**src/rtl/button_input_pkg.sv**
```systemverilog
// button_input_pkg: button indices, default timing and per-channel state shared by button_input.
package button_input_pkg;
    localparam int BTN_LEFT   = 0;
    localparam int BTN_RIGHT  = 1;
    localparam int BTN_SELECT = 2;
    localparam int DEF_NUM_BTN        = 3;
    localparam int DEF_TICK_DIV       = 25000;
    localparam int DEF_DEBOUNCE_TICKS = 8;
    localparam int DEF_REPEAT_DELAY   = 400;
    localparam int DEF_REPEAT_RATE    = 50;

    typedef struct packed {
        logic [1:0] sync;
        logic       level;
        logic       level_d;
    } btn_state_t;

    // Counter width for a maximum of n, never zero bits wide.
    function automatic int cw(input int n);
        return n > 1 ? $clog2(n) : 1;
    endfunction
endpackage

```
**src/rtl/btn_debounce.sv**
```systemverilog
// btn_debounce: one button channel - synchroniser, tick-driven filter, press/release pulses.
// Extra auto-repeat press pulses are built only when AUTOREPEAT_EN is defined.
module btn_debounce
    import button_input_pkg::*;
#(
    parameter int DEBOUNCE_TICKS = DEF_DEBOUNCE_TICKS,
    parameter int REPEAT_DELAY   = DEF_REPEAT_DELAY,
    parameter int REPEAT_RATE    = DEF_REPEAT_RATE
) (
    input  logic clk,
    input  logic nRst,
    input  logic en,
    input  logic tick,
    input  logic raw,
    output logic level,
    output logic pressed,
    output logic released
);
    localparam int CW = cw(DEBOUNCE_TICKS);

    if (DEBOUNCE_TICKS < 1 || REPEAT_RATE < 1 || REPEAT_RATE > REPEAT_DELAY) begin : g_bad
        $error("btn_debounce: invalid timing parameters");
    end

    btn_state_t st;
    logic [CW-1:0] cnt;
    logic s, hit;

    assign s = st.sync[1];
    assign level = st.level;

`ifdef AUTOREPEAT_EN
    localparam int RW = cw(REPEAT_DELAY);
    logic [RW-1:0] rcnt;

    // After the first repeat, restart at DELAY-RATE so later repeats come every RATE ticks.
    assign hit = tick && st.level && rcnt == RW'(REPEAT_DELAY - 1);

    always_ff @(posedge clk or negedge nRst) begin
        if (!nRst)
            rcnt <= '0;
        else if (!en || !st.level)
            rcnt <= '0;
        else if (tick)
            rcnt <= hit ? RW'(REPEAT_DELAY - REPEAT_RATE) : rcnt + 1'b1;
    end
`else
    assign hit = 1'b0;
`endif

    always_ff @(posedge clk or negedge nRst) begin
        if (!nRst) begin
            st       <= '0;
            cnt      <= '0;
            pressed  <= 1'b0;
            released <= 1'b0;
        end else begin
            st.sync    <= {st.sync[0], raw};
            st.level_d <= st.level;
            pressed    <= en && ((st.level && !st.level_d) || hit);
            released   <= en && !st.level && st.level_d;
            if (!en || (tick && s == st.level)) begin
                cnt <= '0;
            end else if (tick) begin
                if (cnt == CW'(DEBOUNCE_TICKS - 1)) begin
                    st.level <= s;
                    cnt      <= '0;
                end else begin
                    cnt <= cnt + 1'b1;
                end
            end
        end
    end
endmodule

```
**src/rtl/button_input.sv**
```systemverilog
// button_input: debounces NUM_BTN raw push-buttons against one shared debounce tick.
// Optional auto-repeat on held buttons via the AUTOREPEAT_EN macro.
module button_input
    import button_input_pkg::*;
#(
    parameter int NUM_BTN        = DEF_NUM_BTN,
    parameter int TICK_DIV       = DEF_TICK_DIV,
    parameter int DEBOUNCE_TICKS = DEF_DEBOUNCE_TICKS,
    parameter int REPEAT_DELAY   = DEF_REPEAT_DELAY,
    parameter int REPEAT_RATE    = DEF_REPEAT_RATE
) (
    input  logic               clk,
    input  logic               nRst,
    input  logic               en,
    input  logic [NUM_BTN-1:0] btn_raw,
    output logic [NUM_BTN-1:0] btn_level,
    output logic [NUM_BTN-1:0] btn_press,
    output logic [NUM_BTN-1:0] btn_release
);
    localparam int TW = cw(TICK_DIV);

    if (TICK_DIV < 2) begin : g_bad
        $error("button_input: TICK_DIV must be at least 2");
    end

    logic [TW-1:0] tcnt;
    logic tick;

    assign tick = en && tcnt == TW'(TICK_DIV - 1);

    always_ff @(posedge clk or negedge nRst) begin
        if (!nRst)
            tcnt <= '0;
        else
            tcnt <= (!en || tick) ? '0 : tcnt + 1'b1;
    end

    for (genvar i = 0; i < NUM_BTN; i++) begin : g_btn
        btn_debounce #(
            .DEBOUNCE_TICKS(DEBOUNCE_TICKS),
            .REPEAT_DELAY  (REPEAT_DELAY),
            .REPEAT_RATE   (REPEAT_RATE)
        ) u_btn (
            .clk     (clk),
            .nRst    (nRst),
            .en      (en),
            .tick    (tick),
            .raw     (btn_raw[i]),
            .level   (btn_level[i]),
            .pressed (btn_press[i]),
            .released(btn_release[i])
        );
    end
endmodule

```
**config.mk**
```make
export PLATFORM = sky130hd
export DESIGN_NAME = button_input
export DESIGN_NICKNAME = d
export VERILOG_FILES = /design/src/rtl/button_input_pkg.sv /design/src/rtl/btn_debounce.sv /design/src/rtl/button_input.sv
export SDC_FILE = /design/constraint.sdc
export NUM_CORES = 1
export LEC_CHECK = 0
export ABC_AREA = 1
export ABC_CLOCK_PERIOD_IN_PS = 2000
export CAP_MARGIN = 40
export CORE_MARGIN = 2
export CORE_UTILIZATION = 57
export CTS_BUF_LIST = sky130_fd_sc_hd__clkbuf_8 sky130_fd_sc_hd__clkbuf_16
export CTS_CLUSTER_SIZE = 16
export DETAILED_ROUTE_END_ITERATION = 8
export GPL_TIMING_DRIVEN = 0
export PLACE_DENSITY = 0.76
export REMOVE_ABC_BUFFERS = 1
export SKIP_LAST_GASP = 1
export SLEW_MARGIN = 5
export SYNTH_ARGS = -nofsm -noshare
export SYNTH_HDL_FRONTEND = slang
export SYNTH_HIERARCHICAL = 1
export SYNTH_SLANG_ARGS = --single-unit
```
**constraint.sdc**
```tcl
create_clock -name clk -period 2 [get_ports clk]
set_input_delay 0.4 -clock clk [delete_from_list [all_inputs] [get_ports clk]]
set_output_delay 0.4 -clock clk [all_outputs]
set_load 0.01 [all_outputs]
```
==> results of run 1 <==
-- synth_stat cells, drive strengths merged --
cell,n
xnor2,2
nor2,43
ha,7
or2,3
o21ai,10
buf,1
nand2,55
inv,34
dfrtp,42
nand3,27
nor3,1
xor2,4
nand4,8
-- registers in the layout, indices dropped and copies added (netlist names) --
name,cells
tcnt,15
g_btn.u_btn/s,3
g_btn.u_btn/cnt,9
g_btn.u_btn/released,3
g_btn.u_btn/pressed,3
g_btn.u_btn/level,3
g_btn.u_btn/st,6
-- metrics by stage --
stage / setup TNS (ns) / cells / hold WS, ns / total power [W] / utilization [%]
finish: 0 / 304 / -0.003571 / 0.001445 / 68.49
global route: 0 / 304 / 0.01973 / 0.001508 / 68.49
CTS: 0 / 304 / 0.006610 / 0.001458 / 68.38
detailed placement: -9.740 / 297 / 0.3267 / 0.0009469 / 65.96
global placement: -29.62 / 296 / 0.3311 / 0.0009406 / 65.51
floorplan: 0 / 236 / 0.1044 / 0.0009029 / -
-- layout by cell type, fill, tap and decap left out, types with 6 or more instances in the layout --
cell type,count
sky130_fd_sc_hd__clkdlybuf4s50_1,12
sky130_fd_sc_hd__dfrtp_1,42
sky130_fd_sc_hd__ha_1,6
sky130_fd_sc_hd__inv_1,34
sky130_fd_sc_hd__nand2_1,51
sky130_fd_sc_hd__nand3_1,22
sky130_fd_sc_hd__nand4_1,8
sky130_fd_sc_hd__nor2_1,36
sky130_fd_sc_hd__o21ai_0,10
-- metal layers --
layer / track usage (%) / vias to the layer above / routed length [um]
met3: 4.286 / 7 / 103
met5: 0 / - / 0
met1: 29.16 / 709 / 1750
met2: 32.24 / 25 / 1602
met4: 10.60 / 0 / 81
li1: - / 786 / -
-- worst max-delay path by stage --
stage             from               endpoint  slack, ns  cells past startpoint
2_1_floorplan  tcnt[0]  g_btn[0].u_btn/cnt[0]       0.30                      8
3_3_place_gp        en  g_btn[2].u_btn/cnt[2]      -0.63                      6
3_5_place_dp        en  g_btn[2].u_btn/cnt[0]      -0.70                      6
4_1_cts        tcnt[0]  g_btn[1].u_btn/cnt[2]       0.05                      7
5_1_grt        tcnt[0]  g_btn[1].u_btn/cnt[2]       0.02                      7
6_report       tcnt[0]  g_btn[2].u_btn/cnt[0]       0.24                      8
-- layout make-up --
class / instances / area share (%)
well taps: 46 / 2.499
multi-input cells: 160 / 36.34
clock buffers: 5 / 2.988
flip-flops and latches: 42 / 45.63
inverters: 34 / 5.540
clock inverters: 2 / 0.4889
repair buffers: 15 / 6.518
-- power breakdown --
| part | internal [W] | switching [W] | total [W] | leakage [nW] |
|---|---|---|---|---|
| registers | 0.000859 | 0.00000886 | 0.000868 | 0.571 |
| logic | 0.0000192 | 0.0000402 | 0.0000594 | 0.446 |
| clock network | 0.000234 | 0.000283 | 0.000517 | 0.0414 |
| total | 0.00111 | 0.000332 | 0.00144 | 1.06 |
-- repair_timing --
item	in CTS	in global routing
endpoints found under the setup margin	12	12
setup buffers	0	0
gates resized for setup	2	4
gates cloned	0	0
-- kinds of logic after synthesis --
kind of cell,Yosys count,synth area share [%]
simple gates,137,31.58
flops,42,52.11
buf+inv,35,6.886
compound gates,10,2.481
fa+ha+maj,7,4.342
xor+xnor,6,2.605
==> results_dict.tcl, run 1 <==
set metrics [dict create \
    fmaxAchievable_ghz 0.5674 \
    floorplan.initialDensity_pct 59.97 \
    grt_first_pass_wirelength_mm 6.527 \
    finalCriticalPeriod_ns 1.762 \
    drt-vias-per-instance 5.023 \
    crit_type "register to register" \
    detail_route.drc_violations 0 \
    setup_violations 0 \
    dpl.hpwl_mm 2.490 \
    grt_remaining_overflow 0 \
    number_of_buffers_created_by_cts 5 \
    yosys_warnings 6 \
    synth_cell_types 18 \
    seqCellArea_um2 1051 \
    unrepaired_setup_endpoints_after_global_routing "false" \
    violations "hold timing" \
    cts.path.max_buffers 2 \
    layout_setup_ws_ns 0.2377 \
    ys_seq_area_share_pct 52.11 \
    dieWidth_um 63.49 \
    synth_largest_type_area_fraction_pct 52.11 \
    pin_count_of_the_biggest_net_entering_global_routing 30 \
    netlist_area_um2 2017 \
    critPathLaunchType "register" \
    layout-drive-gt1-share_pct 11.63 \
    critical_path.top_delay_family "simple AND/OR/NAND/NOR gates" \
    post-route-cell-area_um2 2303 \
    cts_num_sinks 42 \
    cts_tree "yes" \
    cts_hold_buf 0 \
    critPathMaxFanout 9 \
    io_pins 15 \
    antenna_violating_nets_post_route 0 \
    finalHoldViolCount 13 \
    post-route-period-util_pct 88.12 \
    vias 1527 \
    max_cap_violations 0 \
    critical_path.most_common_cell "sky130_fd_sc_hd__nand3_1" \
    place.gp.congestion 0.8587 \
    clk_pin_slew_worst_paths_ns 0.07 \
    die_area_um2 4030 \
    place_area_um2 2218 \
    crit_buf_inv 1 \
    dieHeight_um 63.49 \
    data_required_time_of_the_worst_path_ns 2.17 \
    areaGrowthSynthToFinish_pct 14.21 \
    row_count 21 \
    synth.ff_latch_count 42 \
    synthesis.area_per_instance_um2 8.510 \
    slew_headroom_pct 65.74 \
    slowest_library_cell_on_the_worst_path "sky130_fd_sc_hd__dfrtp_1" \
    reg2reg_depth 8 \
    total_leakage_power_nw 1.058 \
    synth_cells 237 \
    first_iter_violations 141 \
    finalNetCount 271 \
    holdCritPathClass "primary input to asynchronous set/reset pin" \
    multi_input_comb_area_um2 837.1 \
    cts_max_level 2 \
    power_density_nw_per_um2 627.2 \
    worst_path_largest_cell_delay_ns 0.39 \
    postRouteWirelength_mm 3.537 \
    ir_drop_uv 486.6 \
    final_max_slew_viol_count 0 \
    final_antenna_diode_count 0 \
    timing_worst_slew_pin_value_ns 0.5140 \
    cp_data_arrival_time_ns 1.93 \
    synth_top_cells_by_area "sky130_fd_sc_hd__dfrtp_1 52%, sky130_fd_sc_hd__nand2_1 9.5%, sky130_fd_sc_hd__nor2_1 6.9%, sky130_fd_sc_hd__inv_1 6.1%, sky130_fd_sc_hd__nand3_1 5.5%" \
    fillCellCount 292 \
    r2r_start "tcnt[0]" \
    yosys.area.top_type "sky130_fd_sc_hd__dfrtp_1" \
    worst_r2r_endpoint "g_btn[2].u_btn/cnt[0]" \
    finalClockSkew_ns 0.004476 \
    hold-worst-slack_ns -0.003571 \
    antenna_found_initial 0 \
    coreArea_um2 3363 \
    setup.reg_to_reg.worst_slack_ns 0.24 \
    detailedRoute.firstPassIterationCount 4 \
    cp_cell_sequence "ha_2, nand2_1, nor3_1, nand3_1, nor2_4, inv_1, nand3_1, o21ai_0" \
    dpl_worst_slack_ns -0.6993 \
    cts-root-buf "sky130_fd_sc_hd__clkbuf_8" \
    port-buffer-count 14 \
    critical_path.endpoint_type "register" \
    drt-wirelength-per-cell_um 11.63 \
    global_route.usage.total_pct 21.29 \
    outcome "finished with violations" \
    worstSkewPairLatency_ns 0.29 \
    first_global_vias 1448 \
]
(Power assumes the default switching activity.)
==> run 2, diff against run 1 <==
--- a/config.mk
+++ b/config.mk
@@ -5,16 +5,16 @@
 export SDC_FILE = /design/constraint.sdc
 export NUM_CORES = 1
 export LEC_CHECK = 0
-export ABC_AREA = 1
 export ABC_CLOCK_PERIOD_IN_PS = 2000
 export CAP_MARGIN = 40
 export CORE_MARGIN = 2
-export CORE_UTILIZATION = 57
+export CORE_UTILIZATION = 56
 export CTS_BUF_LIST = sky130_fd_sc_hd__clkbuf_8 sky130_fd_sc_hd__clkbuf_16
 export CTS_CLUSTER_SIZE = 16
 export DETAILED_ROUTE_END_ITERATION = 8
 export GPL_TIMING_DRIVEN = 0
-export PLACE_DENSITY = 0.76
+export HOLD_SLACK_MARGIN = 0.03
+export PLACE_DENSITY = 0.75
 export REMOVE_ABC_BUFFERS = 1
 export SKIP_LAST_GASP = 1
 export SLEW_MARGIN = 5
==> run 2 against run 1 <==
The flow finishes with violations (setup timing). Via count fell by 18%. Count of clock-buffer cells in the layout increased by 1. Core utilization increased by 5.2 points. Combinational power increased by 15%. Sequential cell count unchanged. Maximum frequency shrank 23%. Clock power grew 8.7%. Sequential share of layout area grew 0.81 points. Hold slack better by 0.36 ns. Design area shrank 1.5%. Die area shrank 7.9%. Largest cell class unchanged.
==> results_dict.tcl, run 2 <==
set metrics [dict create \
    cts_max_level 2 \
    first_iter_violations 50 \
    ir_drop_uv 485.7 \
    final_common_cell "sky130_fd_sc_hd__dfrtp_1" \
    final_cells 228 \
    place.detailed.instances 209 \
    place.gp.congestion 0.7225 \
    post-route-period-util_pct 114.5 \
    critical_path.endpoint_type "register" \
    data_required_time_of_the_worst_path_ns 2.18 \
    finalHoldViolCount 0 \
    port-buffer-count 14 \
    r2r_start "tcnt[6]" \
    final_max_slew_viol_count 0 \
    cts_num_sinks 42 \
    synth_cell_types 26 \
    worst_r2r_endpoint "g_btn[1].u_btn/level" \
    detail_route.drc_violations 0 \
    first_global_vias 1286 \
    dieWidth_um 60.92 \
    timing_worst_slew_pin_value_ns 0.4011 \
    global_route.usage.total_pct 20.56 \
    unrepaired_setup_endpoints_after_global_routing "true" \
    coreArea_um2 3078 \
    holdCritStartpoint "g_btn[0].u_btn/st[2]" \
    crit_type "register to register" \
    outcome "finished with violations" \
    row_count 20 \
    cts.path.max_buffers 2 \
    layout-drive-gt1-share_pct 22.83 \
    synth_most_common_cell "sky130_fd_sc_hd__dfrtp_1" \
    floorplan.initialDensity_pct 58.94 \
    fillCellCount 233 \
    dpl.hpwl_mm 2.113 \
    total_leakage_power_nw 1.014 \
    max_cap_violations 0 \
    detailedRoute.firstPassIterationCount 4 \
    dpl_worst_slack_ns -0.7061 \
    slew_headroom_pct 73.02 \
    cts_tree "yes" \
    largest_register_ffs 15 \
    final.setup.tns_ns -2.888 \
    number_of_buffers_created_by_cts 5 \
    final_antenna_diode_count 0 \
    cp_data_arrival_time_ns 2.47 \
    setup_violations 26 \
    ys_async_sr_fraction_pct 100.0 \
    utilization_pct 73.70 \
    io_pins 15 \
    die_area_um2 3711 \
    antenna_violating_nets_post_route 0 \
    antenna_found_initial 0 \
    synth_largest_type_area_fraction_pct 57.93 \
    synth.ff_latch_count 42 \
    violations "setup timing" \
    finalCriticalPeriod_ns 2.291 \
    finalNetCount 196 \
    holdCritPathClass "register to register" \
    synth_top_cells_by_area "sky130_fd_sc_hd__dfrtp_1 58%, sky130_fd_sc_hd__xnor2_1 6.3%, sky130_fd_sc_hd__ha_1 4.8%, sky130_fd_sc_hd__nor2_1 3.9%, sky130_fd_sc_hd__nand3_1 3.0%" \
    fmaxAchievable_ghz 0.4365 \
    critPathMaxFanout 4 \
    hold-worst-slack_ns 0.3564 \
    reg_top3 "tcnt x15, g_btn.u_btn/cnt x9, g_btn.u_btn/st x6" \
    post_synth_most_frequent_cells "42 x sky130_fd_sc_hd__dfrtp_1, 19 x sky130_fd_sc_hd__nor2_1, 13 x sky130_fd_sc_hd__xnor2_1" \
    setup.reg_to_reg.worst_slack_ns -0.29 \
    worstSkewPairLatency_ns 0.29 \
    synth_cells 150 \
    slowest_library_cell_on_the_worst_path "sky130_fd_sc_hd__or4_4" \
    power_density_nw_per_um2 661.0 \
    holdPathStages 0 \
    netlist_area_um2 1814 \
    synth_ff_type "sky130_fd_sc_hd__dfrtp_1" \
    cp_cell_sequence "or4b_4, or4_4, nor2_4, buf_6, nand3_2, mux2_4" \
    critPathLaunchType "register" \
    reg2reg_depth 6 \
    drt-wirelength-per-cell_um 14.85 \
    yosys_warnings 6 \
    synth_edf_count 0 \
    max_flop_register "tcnt" \
    areaGrowthSynthToFinish_pct 25.03 \
    grt_first_pass_wirelength_mm 5.540 \
    layout_common_cells "40 x sky130_fd_sc_hd__dfrtp_1, 18 x sky130_fd_sc_hd__nor2_1, 13 x sky130_fd_sc_hd__xnor2_1, 13 x sky130_fd_sc_hd__clkdlybuf4s50_1, 11 x sky130_fd_sc_hd__nand3_1" \
    postRouteWirelength_mm 3.385 \
    vias 1247 \
    layout_setup_ws_ns -0.2909 \
    clk_pin_slew_worst_paths_ns 0.08 \
    yosys.area.top_type "sky130_fd_sc_hd__dfrtp_1" \
    pin_count_of_the_biggest_net_entering_global_routing 28 \
    ys_seq_area_share_pct 57.93 \
    worst_path_largest_cell_delay_ns 0.58 \
    grt_remaining_overflow 0 \
    dieHeight_um 60.92 \
    cts-root-buf "sky130_fd_sc_hd__clkbuf_8" \
    finalClockSkew_ns 0.003608 \
    drt-vias-per-instance 5.469 \
    min_to "g_btn[0].u_btn/s" \
    synthesis.area_per_instance_um2 12.09 \
]
run 2: cell types whose count changed after synthesis, sizes merged, moves of 4 or more:
cell     before  now
xnor2         2   13
o2bb2ai       0    6
inv          34    3
o21ai        10    0
nor2b         0    4
nor2         43   19
nand2        55    8
nand4         8    4
nand3        27   14
run 2: cell families after synthesis:
group / after synthesis / share of synthesized area (%)
compound gates: 9 / 3.931
flops: 42 / 57.93
xor+xnor: 16 / 7.724
buf+inv: 5 / 1.655
fa+ha+maj: 7 / 4.827
simple gates: 68 / 22.07
mux: 3 / 1.862
run 2: power breakdown:
group | switching, W | internal, W | leakage, nW
clock | 0.000285 | 0.000277 | 0.0472
combinational | 0.0000409 | 0.0000274 | 0.399
sequential | 0.00000931 | 0.000859 | 0.567
total | 0.000335 | 0.00116 | 1.01
run 2: area by class of cell:
cell class | count | area [um2] | area share [%]
Timing Repair Buffer | 28 | 281.5 | 12.41
Multi-Input combinational cell | 103 | 772.0 | 34.03
Clock buffer | 6 | 82.58 | 3.640
Clock inverter | 2 | 12.51 | 0.5516
Inverter | 3 | 11.26 | 0.4964
Sequential cell | 42 | 1054 | 46.44
Tap cell | 44 | 55.05 | 2.427
run 2: repair_timing:
| item | CTS | global route |
|---|---|---|
| hold buffers | 1 | 0 |
| endpoints found under the setup margin | 12 | 12 |
| pin swaps | 8 | 7 |
| hold endpoints to repair | 15 | 0 |
| resized for setup | 9 | 7 |
| buffers inserted | 6 | 4 |
run 2: stage by stage:
| step | total power (W) | cell area [um2] |
|---|---|---|
| 6_report | 0.001499 | 2268 |
| 5_1_grt | 0.001561 | 2268 |
| 4_1_cts | 0.001516 | 2216 |
| 3_3_place_gp | 0.0009395 | 1991 |
| 3_5_place_dp | 0.0009494 | 2032 |
| 2_1_floorplan | 0.0009017 | 1795 |
run 2: critical path, delay by kind of cell (launching register included):
| family | cells | cell delay, ns |
|---|---|---|
| AND/OR/NAND/NOR | 4 | 1.33 |
| flip-flops | 1 | 0.41 |
| multiplexers | 1 | 0.31 |
| buffers and inverters | 1 | 0.13 |
run 2: worst max-delay path by stage:
stage	end	startpoint	depth (start not counted)	slack, ns
after global routing	g_btn[0].u_btn/level	tcnt[3]	6	-0.33
after global placement	g_btn[2].u_btn/level	en	5	-1.06
after detailed placement	g_btn[1].u_btn/level	tcnt[9]	6	-0.71
after floorplan	g_btn[0].u_btn/level	tcnt[9]	5	-0.71
final	g_btn[1].u_btn/level	tcnt[6]	6	-0.29
after CTS	g_btn[2].u_btn/level	tcnt[10]	6	-0.30
run 2: routing by layer:
layer,GRT usage [%],vias to the layer above,share of wire (%)
li1,-,591,-
met1,24.28,623,42
met2,35.48,26,54
met3,4.904,7,3.0
met4,9.317,0,1.4
met5,0,-,0
